[src/rtl/bip_dbg_pkg.sv]
// -----------------------------------------------------------------------------
// bip_dbg_pkg
// Shared definitions for the BIP debug/run controller.
//   - dbg_state_e : controller FSM states
//   - CMD_*       : UART command byte values
//   - FRAME_LEN   : number of bytes in the reply frame
//   - snap_t      : snapshot layout (PC, ACC, cycle count; 16 bits each)
// -----------------------------------------------------------------------------
package bip_dbg_pkg;

    typedef enum logic [2:0] {
        IDLE = 3'd0,
        RUN  = 3'd1,
        STEP = 3'd2,
        SNAP = 3'd3,
        SEND = 3'd4,
        WAIT = 3'd5
    } dbg_state_e;

    localparam logic [7:0] CMD_RUN  = 8'h01;
    localparam logic [7:0] CMD_STEP = 8'h02;
    localparam logic [7:0] CMD_RST  = 8'h03;

    localparam int unsigned FRAME_LEN = 6;
    localparam logic [2:0]  LAST_IDX  = 3'(FRAME_LEN - 1);

    // Field order matches the reply frame order: PC first, count last.
    typedef struct packed {
        logic [15:0] pc;
        logic [15:0] acc;
        logic [15:0] cnt;
    } snap_t;

endpackage

[src/rtl/bip_dbg_frame_mux.sv]
// -----------------------------------------------------------------------------
// bip_dbg_frame_mux
// Combinational byte selector for the 6-byte reply frame. Each 16-bit field
// is sent MSB first: PC hi, PC lo, ACC hi, ACC lo, CNT hi, CNT lo.
// Ports:
//   snap_i [47:0] : latched snapshot {pc, acc, cnt}
//   idx_i  [2:0]  : byte index 0..5
//   byte_o [7:0]  : selected frame byte (0 for out-of-range index)
// -----------------------------------------------------------------------------
module bip_dbg_frame_mux
    import bip_dbg_pkg::*;
(
    input  logic [47:0] snap_i,
    input  logic [2:0]  idx_i,
    output logic [7:0]  byte_o
);

    snap_t snap_s;

    assign snap_s = snap_t'(snap_i);

    // Select one frame byte by index.
    always_comb begin
        byte_o = 8'h00;
        case (idx_i)
            3'd0:    byte_o = snap_s.pc[15:8];
            3'd1:    byte_o = snap_s.pc[7:0];
            3'd2:    byte_o = snap_s.acc[15:8];
            3'd3:    byte_o = snap_s.acc[7:0];
            3'd4:    byte_o = snap_s.cnt[15:8];
            3'd5:    byte_o = snap_s.cnt[7:0];
            default: byte_o = 8'h00;
        endcase
    end

endmodule

[src/rtl/bip_debug_ctrl.sv]
// -----------------------------------------------------------------------------
// bip_debug_ctrl
// Debug/run controller sitting between the UART byte interfaces and the BIP
// core. Decodes command bytes, runs or single-steps the core, counts enabled
// cycles, snapshots PC/ACC/count when the core stops and streams the snapshot
// back through the UART transmitter one byte per handshake.
// Ports:
//   clk, reset          : clock, synchronous active-high reset
//   rx_done, rx_data    : received-byte pulse and byte
//   tx_done             : transmitter finished current byte
//   tx_start, tx_data   : launch pulse and byte (held until tx_done)
//   bip_halt            : core decodes HLT (meaningful while bip_en=1)
//   bip_pc, bip_acc     : core program counter and accumulator
//   bip_en              : registered clock-enable for the core
//   bip_rst             : one-cycle reset pulse for the core
//   led                 : high while running
// -----------------------------------------------------------------------------
module bip_debug_ctrl #(
    parameter int PC_W   = 11,
    parameter int DATA_W = 16,
    parameter int CNT_W  = 16
) (
    input  logic              clk,
    input  logic              reset,
    input  logic              rx_done,
    input  logic [7:0]        rx_data,
    input  logic              tx_done,
    output logic              tx_start,
    output logic [7:0]        tx_data,
    input  logic              bip_halt,
    input  logic [PC_W-1:0]   bip_pc,
    input  logic [DATA_W-1:0] bip_acc,
    output logic              bip_en,
    output logic              bip_rst,
    output logic              led
);

    import bip_dbg_pkg::*;

    localparam logic [CNT_W-1:0] CNT_MAX = {CNT_W{1'b1}};

    dbg_state_e       state_q, state_d;
    logic [CNT_W-1:0] cnt_q, cnt_d;
    snap_t            snap_q, snap_d;
    logic [2:0]       idx_q, idx_d;
    logic             tx_start_q, tx_start_d;
    logic [7:0]       tx_data_q, tx_data_d;
    logic             bip_en_q, bip_en_d;
    logic             bip_rst_q, bip_rst_d;
    logic             led_q, led_d;

    logic [15:0]      pc_ext_s;
    logic [15:0]      acc_ext_s;
    logic [15:0]      cnt_ext_s;
    logic             halt_seen_s;
    logic [7:0]       frame_byte_s;

    // A halt only counts when the core actually executed that cycle.
    assign halt_seen_s = bip_en_q && bip_halt;

    // Zero-extend core values and the counter to the 16-bit frame fields.
    always_comb begin
        pc_ext_s                = 16'h0000;
        acc_ext_s               = 16'h0000;
        cnt_ext_s               = 16'h0000;
        pc_ext_s[PC_W-1:0]      = bip_pc;
        acc_ext_s[DATA_W-1:0]   = bip_acc;
        cnt_ext_s[CNT_W-1:0]    = cnt_q;
    end

    // State register.
    always_ff @(posedge clk) begin
        if (reset) begin
            state_q <= IDLE;
        end else begin
            state_q <= state_d;
        end
    end

    // Next-state logic.
    always_comb begin
        state_d = state_q;
        case (state_q)
            IDLE: begin
                if (rx_done && (rx_data == CMD_RUN)) begin
                    state_d = RUN;
                end else if (rx_done && (rx_data == CMD_STEP)) begin
                    state_d = STEP;
                end else begin
                    state_d = IDLE;
                end
            end
            RUN: begin
                if (halt_seen_s) begin
                    state_d = SNAP;
                end else begin
                    state_d = RUN;
                end
            end
            STEP:    state_d = SNAP;
            SNAP:    state_d = SEND;
            SEND:    state_d = WAIT;
            WAIT: begin
                if (tx_done) begin
                    if (idx_q == LAST_IDX) begin
                        state_d = IDLE;
                    end else begin
                        state_d = SEND;
                    end
                end else begin
                    state_d = WAIT;
                end
            end
            default: state_d = IDLE;
        endcase
    end

    // Datapath and output next values.
    always_comb begin
        cnt_d     = cnt_q;
        snap_d    = snap_q;
        idx_d     = idx_q;
        bip_rst_d = 1'b0;
        bip_en_d  = 1'b0;

        // Every executed core cycle is counted, saturating at the maximum.
        if (bip_en_q && (cnt_q != CNT_MAX)) begin
            cnt_d = cnt_q + CNT_W'(1);
        end else begin
            cnt_d = cnt_q;
        end

        case (state_q)
            IDLE: begin
                if (rx_done && ((rx_data == CMD_RUN) || (rx_data == CMD_RST))) begin
                    bip_rst_d = 1'b1;
                    cnt_d     = '0;
                end else if (rx_done && (rx_data == CMD_STEP)) begin
                    // Enable lands in the STEP state cycle: exactly one core cycle.
                    bip_en_d  = 1'b1;
                end else begin
                    bip_en_d  = 1'b0;
                end
            end
            RUN: begin
                // First RUN cycle coincides with bip_rst, so enable follows it.
                bip_en_d = !halt_seen_s;
            end
            STEP: begin
                bip_en_d = 1'b0;
            end
            SNAP: begin
                snap_d.pc  = pc_ext_s;
                snap_d.acc = acc_ext_s;
                snap_d.cnt = cnt_ext_s;
                idx_d      = 3'd0;
            end
            WAIT: begin
                if (tx_done && (idx_q != LAST_IDX)) begin
                    idx_d = idx_q + 3'd1;
                end else begin
                    idx_d = idx_q;
                end
            end
            default: begin
                bip_en_d = 1'b0;
            end
        endcase
    end

    // Outputs derived from the next state so they line up with state_q.
    always_comb begin
        tx_start_d = (state_d == SEND);
        led_d      = (state_d == RUN);
        if (tx_start_d) begin
            tx_data_d = frame_byte_s;
        end else begin
            tx_data_d = tx_data_q;
        end
    end

    // Looks at the next snapshot/index so the byte is ready with tx_start.
    bip_dbg_frame_mux u_frame_mux (
        .snap_i (snap_d),
        .idx_i  (idx_d),
        .byte_o (frame_byte_s)
    );

    // Datapath and output registers.
    always_ff @(posedge clk) begin
        if (reset) begin
            cnt_q      <= '0;
            snap_q     <= '0;
            idx_q      <= 3'd0;
            tx_start_q <= 1'b0;
            tx_data_q  <= 8'h00;
            bip_en_q   <= 1'b0;
            bip_rst_q  <= 1'b0;
            led_q      <= 1'b0;
        end else begin
            cnt_q      <= cnt_d;
            snap_q     <= snap_d;
            idx_q      <= idx_d;
            tx_start_q <= tx_start_d;
            tx_data_q  <= tx_data_d;
            bip_en_q   <= bip_en_d;
            bip_rst_q  <= bip_rst_d;
            led_q      <= led_d;
        end
    end

    assign tx_start = tx_start_q;
    assign tx_data  = tx_data_q;
    assign bip_en   = bip_en_q;
    assign bip_rst  = bip_rst_q;
    assign led      = led_q;

endmodule

[config.mk]
export PLATFORM = sky130hd
export DESIGN_NAME = bip_debug_ctrl
export DESIGN_NICKNAME = d
export VERILOG_FILES = /design/src/rtl/bip_dbg_pkg.sv /design/src/rtl/bip_dbg_frame_mux.sv /design/src/rtl/bip_debug_ctrl.sv
export SDC_FILE = /design/constraint.sdc
export NUM_CORES = 1
export LEC_CHECK = 0
export BUFFER_PORTS_ARGS = -buffer_cell sky130_fd_sc_hd__buf_2
export CAP_MARGIN = 15
export CORE_MARGIN = 5
export CORE_UTILIZATION = 40
export DETAILED_ROUTE_END_ITERATION = 16
export SETUP_SLACK_MARGIN = 0.4
export SLEW_MARGIN = 30
export SYNTH_ARGS = -nofsm -noshare
export SYNTH_HDL_FRONTEND = slang
export SYNTH_SLANG_ARGS = --single-unit
[constraint.sdc]
create_clock -name clk -period 2.4 [get_ports clk]
set_input_delay 0.12 -clock clk [delete_from_list [all_inputs] [get_ports clk]]
set_output_delay 0.12 -clock clk [all_outputs]
set_load 0.01 [all_outputs]
Yosys cells after proc, flatten, opt, wreduce, memory -nomap -nowiden:

Cells that the tools add are included.

* logic and storage cells: 60
* bits in registers: 82
* output and inout port bits: 12
* input port bits: 40

* $add $sub $neg: 2
* bitwise logic cells: 1
* multiplexer cells: 17
* reduce and logical (&&, ||, !) cells: 11
* equality and inequality tests: 18

Operator list (count)
* 16-bit two-way mux: 3
* 48-bit two-way mux: 1
* 8-bit one-hot mux with 6 select lines: 1
* 3-bit equality test (second input constant): 6
* 3-bit one-hot mux with 6 select lines: 1
* 16-bit by 1-bit adder with 16-bit output (second input constant): 1
* 8-bit by 2-bit equality test with 1-bit output (second input constant): 2
* 16-bit != test (second input constant): 1
* 3-bit by 2-bit equality test with 1-bit output (second input constant): 4
* 3-bit by 1-bit equality test with 1-bit output (second input constant): 3
* 3-bit two-way mux: 3
* 8-bit by 1-bit equality test with 1-bit output (second input constant): 1
* 1-bit logical AND: 6
* 3-bit logical NOT: 2
* 2-bit two-way mux: 3
* 3-bit one-hot mux with 2 select lines: 1
* 3-bit by 1-bit adder with 3-bit output (second input constant): 1
* 1-bit two-way mux: 3
* 3-bit != test (second input constant): 1
* 1-bit one-hot mux with 2 select lines: 1
* 2-bit OR reduction: 1
* 1-bit logical NOT: 1
* 1-bit logical OR: 1
* 1-bit NOT: 1

Depth between registers and ports, before layout:

Gate-level depths: netlist of the first run.

* depth after elaboration: 6
* mapped depth: 9
* mapped depth without buffers: 8

Modules after synthesis:

A second synthesis of the first run with hierarchy kept.

* cell total of the unflattened synthesis: 407
* area total of the unflattened synthesis: 4023.9 um^2

By module, submodules not included
* bip_debug_ctrl: instances 1, area an instance 3563.4 um^2, cells an instance 353, seq. area each 1641.6 um^2
* bip_dbg_frame_mux: instances 1, area an instance 460.4 um^2, cells an instance 54, seq. area each 0.0 um^2

Worst setup path before layout of the first run:

No wires, ideal clock.

* path type: register -> register
* from: register idx_q[1]
* to: register tx_data_q[4] (netlist: tx_data[4])
* arrival time: 2.187 ns
* library setup time: 0.120 ns
* buffers on the path: 1
* path slack: 0.093 ns
* stages on the path, launching flop included: 10
* required time: 2.280 ns
* period minus slack after synthesis: 2.307 ns
* path through: dfxtp_1 > inv_1 > ha_1 > and2_1 > clkbuf_1 > nor2_1 > mux2_2 > o311ai_0 > a21oi_1 > o31a_1

* longest elaborated chain between the ends: 6
* elaborated cells between the ends (all ways): 17
* classes of those cells: 1 x add/sub; 8 x eq/ne; 6 x mux; 2 x reduce/logical

Ends and longest elaborated chain
* start, declared: RTL line bip_debug_ctrl.sv:45 `logic [2:0] idx_q, idx_d;`
* start signal, assigned: RTL line bip_debug_ctrl.sv:203 `idx_q <= idx_d;`
* branches (longest 6 deep; another with 3-bit by 1-bit adder with 3-bit output)
* end signal, assigned: RTL line bip_debug_ctrl.sv:205 `tx_data_q <= tx_data_d;`
* end, declared: RTL line bip_debug_ctrl.sv:47 `logic [7:0] tx_data_q, tx_data_d;`

Parallel ways; which one is timed is not known.
A chain may end at the register's enable or synchronous reset.

Worst setup path after layout of the first run:

* from: register idx_q[0]
* to: register tx_data_q[3] (netlist: tx_data[3])

The elaborated chain is that of the path after synthesis.

==> results.md, run 1 <==
- Outcome: finished, final reports clean
- Number of buffers created by CTS: 9
- Synth warnings: 0
- Non-filler cells in the finished layout: 748
- Number of global-route vias before repair: 4012
- Reg-to-reg slack, setup: 340 ps
- Inserted Diodes: 0
- Final net count: 654
- Root Buffer: clkbuf_8
- CP most frequent cell: buf_4
- Worst r2r path cells: 8
- Share of layout cells above drive strength 1: 0.327
- Unrepaired setup endpoints after global routing: yes
- Relative slew slack: 0.682
- Most Used Layer, Global Route: met2
- Crit path cell chain: ha_4 > and2_4 > buf_4 > o211ai_1 > buf_4 > o32a_4 > o32a_1 > a311oi_2
- Initial antenna violation count: 0
- I/O Buffers: 51
- Final non-filler cell area: 5690 um2
- Min-delay worst type: primary input to flop
- Placed inst area: 4520 um2
- Antenna-violating nets left: 0
- CP max stage cell: dfxtp_4
- Top-count cell post-synth: nand2_1
- Longest Clk Path Bufs: 2
- GRT met3 Usage: 0.0495
- DR vias/cell: 5.64
- Worst-path fanout max: 6
- Maximum vdd drop: 0.000318 V
- Std-Cell Rows: 36
- Wire length per cell: 18.4 um
- Core region area: 9770 um2
- DRC Markers: 0
- Number of distinct library cells after synthesis: 60
- Critical path class: flop to flop
- Placed cell count: 671
- First-pass GRT wire length: 20600 um
- Initial Util: 0.409
- DRT iter0 DRCs: 298
- CP Launch Type: flop
- Crit. End Element: flop
- Synth cell count leaders: nand2_1, dfxtp_1, a21oi_1
- Final Critical Period: 2060 ps
- Number of synthesized flops with an enable pin: 0
- Share of the synthesized area in the top cell type: 0.411
- GRT Residual Overflow: 0
- CTS sink count: 82
- Largest area contributor in the netlist: dfxtp_1
- Register area share after synthesis: 0.411
- Cell area after synthesis: 4000 um2
- Async S/R FF share, synth: 0
- Endpoint, Worst Hold: snap_q[23]$_SDFF_PP0_
- Worst skew pair latency: 360 ps
- Worst hold stages: 3
- Tcrit/Tclk final: 0.858
- Total GRT Usage: 0.223
- Sequential cell area: 1660 um2
- Boundary pin count: 52
- # fillers: 874
- Ys flop type: dfxtp_1
- Min Hold Slack: 9.85 ps
- Largest stage delay on the critical path: 410 ps
- Cell count after synthesis: 493
- Die area: 12100 um2
- Worst clock skew: 12.8 ps
- CTS tree: yes
- Dominant cells by area after synthesis: dfxtp_1, nand2_1, a21oi_1, mux2i_1, nor2_1
- P&R area growth vs syn: 42.3%
- Final hold vios: 0
- Grt met2 use: 0.356
- Routed WL: 13700 um
- Maxcap violations: 0
- Die width: 110 um
- Hold Path Origin: bip_acc[7]
- Met1 usage: 0.286
- Leakage: 2.21 nW
- Synthesized flop and latch total: 82
- Largest net degree at the start of global routing: 43
- Post-Syn Nets: 536
- FMAX: 486 MHz
- H-tree Lvls: 3
- Placed wire-length estimate: 8890 um
- Critical path arrival: 2340 ps
- Via count: 4216
- Worst Path Required: 2680 ps
- Gpl congestion: 0.898
- Slew at the pin closest to its max-slew limit: 477 ps
- Multi-input gate area: 2500 um2
- Worst R2R End: tx_data[3]$_SDFFE_PP0P_
- Final setup fails: 0
- Die Ht: 110 um
- Max-slew violations: 0
- Worst-path clk slew: 90 ps
- Total negative slack: 0 ps
- Tot Pwr: 2.60 mW
- Synth Area per Inst: 8.11 um2
- PwrDens: 457 nW/um2
- TritonRoute pass-1 iters: 5
- FF-to-FF Start: idx_q[0]$_SDFF_PP0_
critical path: cells and delay by family (launching register included):
family | cells | cell delay, ps
DFF | 1 | 410
and+or+nand+nor | 1 | 180
AOI/OAI and AO/OA | 4 | 910
buffers and inverters | 2 | 300
adders and majority gates | 1 | 170
cells by family after synthesis:
family | synth area share
fa+ha+maj | 0.00939
xor+xnor | 0.0175
simple gates | 0.255
mux | 0.0507
flops | 0.411
compound gates | 0.211
buf+inv | 0.0457
layout make-up:
cell class / instances / area share
tap: 133 / 0.0293
multi-input combinational: 373 / 0.439
clock inverter: 4 / 0.0130
sequential: 82 / 0.291
clock buffer: 11 / 0.0268
inverter: 6 / 0.00440
timing repair buffer: 139 / 0.196
per-stage QoR:
step | util | worst slack, ps
after detailed placement | 0.463 | 8.65
after global placement | 0.463 | -21.2
after global routing | 0.582 | 262
after floorplan | - | 362
after CTS | 0.539 | 356
final | 0.582 | 341
worst max-delay path by stage:
| stage | to | cells past startpoint | slack (ps) | from |
|---|---|---|---|---|
| 3_3_place_gp | tx_data[5]$_SDFFE_PP0P_ | 6 | -20 | state_q[1]$_SDFF_PP0_ |
| 2_1_floorplan | tx_data[4]$_SDFFE_PP0P_ | 9 | 360 | idx_q[1]$_SDFF_PP0_ |
| 3_5_place_dp | tx_data[5]$_SDFFE_PP0P_ | 6 | 9 | state_q[1]$_SDFF_PP0_ |
| 6_report | tx_data[3]$_SDFFE_PP0P_ | 8 | 340 | idx_q[0]$_SDFF_PP0_ |
| 4_1_cts | tx_data[6]$_SDFFE_PP0P_ | 9 | 360 | idx_q[1]$_SDFF_PP0_ |
| 5_1_grt | tx_data[7]$_SDFFE_PP0P_ | 10 | 260 | idx_q[1]$_SDFF_PP0_ |
flip-flops by register name (all words and copies together) (netlist names):
signal     count
bip_rst        1
led            1
tx_start       1
state_q        3
snap_q        48
cnt_ext_s     16
idx_q          3
bip_en         1
tx_data        8
cells in the final DEF, fill, tap and decap left out, types with 3 or more instances in the layout:
master | Yosys | routed
nand2_1 | 90 | 86
dfxtp_1 | 82 | 77
buf_4 | 2 | 57
buf_2 | 5 | 51
a21oi_1 | 55 | 50
nor2_1 | 38 | 37
mux2i_1 | 18 | 15
nand3_1 | 14 | 14
dlygate4sd3_1 | 0 | 14
o21ai_0 | 15 | 12
clkbuf_8 | 0 | 9
buf_6 | 3 | 9
or3_1 | 8 | 8
nand4_1 | 8 | 8
xor2_1 | 8 | 8
a31oi_1 | 7 | 6
nor3_1 | 9 | 6
and2_1 | 9 | 6
a21oi_2 | 0 | 5
inv_1 | 6 | 5
and3_1 | 6 | 5
buf_12 | 0 | 5
nand3b_1 | 4 | 4
nand2_2 | 2 | 4
o211ai_1 | 4 | 4
nor4_1 | 5 | 4
o21ai_1 | 3 | 4
a21o_1 | 4 | 4
dfxtp_4 | 0 | 4
and2_4 | 0 | 3
o22ai_1 | 4 | 3
o32a_1 | 3 | 3
routing by layer:
metal  part of all wire  vias up
li1                   -     2016
met1               0.42     2006
met2               0.48      148
met3              0.063       46
met4              0.039        0
met5                  0        -
power by group:
part           internal, mW  total, mW  switching, mW
Sequential             1.35       1.36       0.000512
Combinational        0.0448     0.0892         0.0444
Clock                 0.645       1.16          0.514
Total                  2.04       2.60          0.558
what timing repair did:
action / 4_1_cts / 5_1_grt
buffers inserted: 23 / 21
pin swaps: 11 / 23
endpoints found under the setup margin: 12 / 21
resized for setup: 37 / 41
gates cloned: 3 / 1
hold buffers: 13 / 1
endpoints found under the hold margin: 13 / 1
No activity file was read; power rests on OpenSTA's default activity.
==> inputs of run 2 (changes only) <==
--- a/config.mk
+++ b/config.mk
@@ -5,8 +5,10 @@
 export SDC_FILE = /design/constraint.sdc
 export NUM_CORES = 1
 export LEC_CHECK = 0
+export ABC_CLOCK_PERIOD_IN_PS = 2400
 export BUFFER_PORTS_ARGS = -buffer_cell sky130_fd_sc_hd__buf_2
 export CAP_MARGIN = 15
+export CORE_ASPECT_RATIO = 1.4
 export CORE_MARGIN = 5
 export CORE_UTILIZATION = 40
 export DETAILED_ROUTE_END_ITERATION = 16
==> results.md, run 2 (synthesized netlist as in run 1, its figures left out) <==
- Outcome: finished, final reports clean
- Core region area: 9850 um2
- Comb pwr share: 0.024
- Relative slew slack: 0.651
- DRC Markers: 0
- Placed wire-length estimate: 9200 um
- Maximum vdd drop: 0.000439 V
- Final non-filler cell area: 5230 um2
- Longest Clk Path Bufs: 2
- Crit. End Element: flop
- Antenna-violating nets left: 0
- Critical path class: flop to flop
- CP Launch Type: flop
- Max-slew violations: 0
- Final hold vios: 0
- Die width: 94.5 um
- Number of global-route vias before repair: 3803
- Most flops, register: snap_q
- Wire length per cell: 18.1 um
- Slew at the pin closest to its max-slew limit: 523 ps
- Share of layout cells above drive strength 1: 0.285
- Die Ht: 128 um
- Commonest non-fill, non-tap cell in the layout: nand2_1
- Boundary pin count: 52
- Clk pwr share: 0.503
- FMAX: 495 MHz
- WP buf/inv: 1
- Maxcap violations: 0
- Sequential power share: 0.472
- Unrepaired setup endpoints after global routing: yes
- Worst clock skew: 5.15 ps
- Total GRT Usage: 0.215
- Placed inst area: 4530 um2
- CP max stage cell: dfxtp_4
- Number of flip-flops in the largest register: 48
- Sw Pwr: 578 uW
- Worst-path clk slew: 60 ps
- CP delay by family, top: compound AO/OA/AOI/OAI gates
- Placed cell count: 675
- Via count: 3887
- Gpl congestion: 0.944
- Final Critical Period: 2020 ps
- Initial Util: 0.406
- First-pass GRT wire length: 20100 um
- P&R area growth vs syn: 30.9%
- Largest stage delay on the critical path: 370 ps
- Crit path cell chain: inv_2 > ha_4 > and2_4 > nor2_4 > mux2_2 > o311ai_1 > a21oi_1 > o31a_1
- Internal power: 2.30 mW
- Routed WL: 12800 um
- DR vias/cell: 5.47
- Leakage: 1.98 nW
- Die area: 12100 um2
- Min-delay worst type: primary input to flop
- Total negative slack: 0 ps
- Fin util: 0.532
- Worst-path fanout max: 5
- Most frequent cells in the layout: nand2_1, dfxtp_1, a21oi_1
- FF-to-FF Start: idx_q[1]$_SDFF_PP0_
- Post-CTS Hold Buffers: 0
- Initial antenna violation count: 0
- Switching Fraction: 0.201
- Number of buffers created by CTS: 9
- Inserted Diodes: 0
- CTS tree: yes
- PwrDens: 549 nW/um2
- Std-Cell Rows: 43
- Start point of the critical path: idx_q[1]$_SDFF_PP0_
- Largest net degree at the start of global routing: 34
- Non-filler cells in the finished layout: 710
- Worst skew pair latency: 330 ps
- Worst Path Required: 2620 ps
- Final net count: 614
- Root Buffer: clkbuf_16
- DRT iter0 DRCs: 195
- I/O Buffers: 51
- TritonRoute pass-1 iters: 4
- GRT Residual Overflow: 0
- Final setup fails: 0
- H-tree Lvls: 3
- Tcrit/Tclk final: 0.841
- Critical path arrival: 2240 ps
- CTS sink count: 82
- Hold Path Origin: bip_pc[6]
-- run 2: final cells by class --
cell class	count	area, um2
fill	959	4610
multi-input combinational	373	2370
sequential	82	1660
timing repair buffer	99	701
clock buffer	11	233
tap	135	169
clock inverter	4	75.1
inverter	6	26.3
-- run 2: final timing paths --
| path | end | slack [ps] | cells after the start |
|---|---|---|---|
| max | tx_data[4]$_SDFFE_PP0P_ | 380 | 8 |
| max reg2reg | tx_data[4]$_SDFFE_PP0P_ | 380 | 8 |
| min | snap_q[38]$_SDFF_PP0_ | 20 | 3 |
| min reg2reg | snap_q[14]$_SDFF_PP0_ | 450 | 2 |
-- run 2: worst register-to-register path, stage by stage, from the launching register on --
cell      delay [ps]
dfxtp_4          370
inv_2             60
ha_4             180
and2_4           190
nor2_4           170
mux2_2           350
o311ai_1         230
a21oi_1           70
o31a_1           290
-- run 2: layer usage --
metal	track usage	up-vias	wire length, um
met3	0.0311	27	345
met5	0	-	0
met2	0.376	65	6530
li1	-	1936	-
met4	0.0858	0	433
met1	0.262	1859	5520
-- run 2: per-stage QoR --
| stage | setup slack, ps | hold WS [ps] | power (mW) |
|---|---|---|---|
| floorplan | 362 | 256 | 1.41 |
| global placement | 89.2 | 361 | 1.46 |
| detailed placement | 78.2 | 368 | 1.46 |
| CTS | 352 | 15.6 | 2.90 |
| global route | 280 | 22.4 | 2.97 |
| finish | 381 | 21.6 | 2.88 |
-- run 2: power groups by stage --
stage	logic (mW)	clock network, mW	registers [mW]
after floorplan	0.0233	0	1.39
after global placement	0.0657	0	1.39
final	0.0696	1.45	1.36
after global routing	0.0764	1.54	1.36
after detailed placement	0.0670	0	1.39
after CTS	0.0687	1.48	1.36
-- run 2: what timing repair did --
action / 4_1_cts / 5_1_grt
gates resized for setup: 30 / 20
pin swaps: 3 / 12
setup buffers: 9 / 9
setup endpoints to repair: 12 / 14
cloned: 2 / 0
==> inputs of run 3 (changes only) <==
--- a/config.mk
+++ b/config.mk
@@ -5,7 +5,7 @@
 export SDC_FILE = /design/constraint.sdc
 export NUM_CORES = 1
 export LEC_CHECK = 0
-export ABC_CLOCK_PERIOD_IN_PS = 2400
+export ABC_CLOCK_PERIOD_IN_PS = 2100
 export BUFFER_PORTS_ARGS = -buffer_cell sky130_fd_sc_hd__buf_2
 export CAP_MARGIN = 15
 export CORE_ASPECT_RATIO = 1.4
==> constraint.sdc (replaced) <==
create_clock -name clk -period 2.1 [get_ports clk]
set_input_delay 0.105 -clock clk [delete_from_list [all_inputs] [get_ports clk]]
set_output_delay 0.105 -clock clk [all_outputs]
set_load 0.01 [all_outputs]
==> results.md, run 3 (synthesized netlist as in run 1, its figures left out) <==
- Outcome: finished, final reports clean
- Maximum vdd drop: 0.000475 V
- Initial Util: 0.406
- Non-filler cells in the finished layout: 752
- Core region area: 9850 um2
- Worst r2r path cells: 8
- Tot Pwr: 3.36 mW
- Worst hold stages: 3
- Slew at the pin closest to its max-slew limit: 511 ps
- Number of global-route vias before repair: 4235
- Met1 usage: 0.279
- Critical path arrival: 2240 ps
- Root Buffer: clkbuf_16
- Commonest non-fill, non-tap cell in the layout: nand2_1
- Unrepaired setup endpoints after global routing: yes
- DR vias/cell: 5.55
- Total GRT Usage: 0.242
- Std-Cell Rows: 43
- Tcrit/Tclk final: 0.941
- Share of layout cells above drive strength 1: 0.365
- Total negative slack: 0 ps
- Relative slew slack: 0.659
- Initial antenna violation count: 0
- CTS sink count: 82
- Die width: 94.5 um
- Grt met2 use: 0.424
- FMAX: 506 MHz
- Number of buffers created by CTS: 9
- TritonRoute pass-1 iters: 5
- PwrDens: 581 nW/um2
- Inserted Diodes: 0
- Crit. End Element: flop
- P&R area growth vs syn: 45.0%
- H-tree Lvls: 3
- I/O Buffers: 51
- First-pass GRT wire length: 22200 um
- GRT Residual Overflow: 0
- Min-delay worst type: primary input to flop
- CTS tree: yes
- Longest Clk Path Bufs: 2
- Most Used Layer, Global Route: met2
- DRC Markers: 0
- Critical path class: flop to flop
- Number of flip-flops in the largest register: 48
- Largest net degree at the start of global routing: 42
- Most frequent cells in the layout: nand2_1, dfxtp_1, buf_4
- Most flops, register: snap_q
- Leakage: 2.20 nW
- Placed cell count: 696
- CP Launch Type: flop
- Antenna-violating nets left: 0
- Worst skew pair latency: 340 ps
- Via count: 4176
- Final hold vios: 0
- Boundary pin count: 52
- Final setup fails: 0
- Worst-path fanout max: 11
- Worst Path Required: 2370 ps
- DRT iter0 DRCs: 243
- # fillers: 943
- Wire length per cell: 18.7 um
- Routed WL: 14100 um
- Gpl congestion: 0.915
- Die Ht: 128 um
- Worst-path clk slew: 60 ps
- GRT met3 Usage: 0.0370
- Worst clock skew: 8.68 ps
- Final Critical Period: 1980 ps
- Max-slew violations: 0
- Final net count: 655
- Maxcap violations: 0
- Min Hold Slack: 5.17 ps
- Placed wire-length estimate: 9560 um
- Die area: 12100 um2
==> run 3: changes by cell type in the layout (fill, tap and decap cells not counted), sizes merged <==
| cell | previous run | this run |
|---|---|---|
| dlygate4sd3 | 0 | 8 |
| buf | 98 | 128 |
| and4b | 2 | 3 |
| clkinv | 0 | 2 |
| inv | 7 | 6 |
| bufbuf | 1 | 3 |
==> run 3: what timing repair did <==
item | CTS | global route
pin swaps | 29 | 4
buffers inserted | 25 | 1
endpoints found under the setup margin | 28 | 36
cloned | 6 | 0
endpoints found under the hold margin | 8 | 0
hold buffers | 8 | 0
gates resized for setup | 51 | 34
==> run 3: through the flow <==
stage | setup WS, ps | instance area, um2 | util
after floorplan | 152 | 4090 | -
after global placement | -54.6 | 4740 | 0.481
after detailed placement | -41.2 | 4740 | 0.481
after CTS | 140 | 5650 | 0.574
after global routing | 22.2 | 5800 | 0.589
final | 125 | 5800 | 0.589
==> run 3: path summary, 6_finish.rpt <==
path | to | slack, ps | start
setup / recovery | tx_data[6]$_SDFFE_PP0P_ | 120 | state_q[2]$_SDFF_PP0_
hold / removal | snap_q[34]$_SDFF_PP0_ | 5 | bip_pc[2]
setup reg to reg | tx_data[6]$_SDFFE_PP0P_ | 120 | state_q[2]$_SDFF_PP0_
hold reg to reg | snap_q[42]$_SDFF_PP0_ | 460 | snap_q[42]$_SDFF_PP0_
==> run 3: power breakdown <==
group	switching, mW	internal [mW]
sequential	0.000596	1.55
clock	0.642	1.07
combinational	0.0527	0.0491
==> run 3: final cells by class <==
class	instances	area [um2]	share of cell area
Sequential cell	82	1660	0.287
Timing Repair Buffer	139	1100	0.189
Tap cell	135	169	0.0291
Clock buffer	11	243	0.0419
Clock inverter	5	77.6	0.0134
Inverter	6	25.0	0.00432
Multi-Input combinational cell	374	2520	0.435
==> run 3: layer usage <==
metal / vias to the layer above / wire [um]
met2: 125 / 7140
met5: - / 0
met4: 0 / 635
li1: 2015 / -
met3: 37 / 588
met1: 1999 / 5720
==> run 3: critical path, cell delays in order, from the launching register on <==
cell and delay [ps]:
dfxtp_4 370, buf_6 120, nand3b_1 190, buf_6 160
buf_12 140, a31oi_4 190, nand2_1 100, or4b_1 530
o211ai_1 100
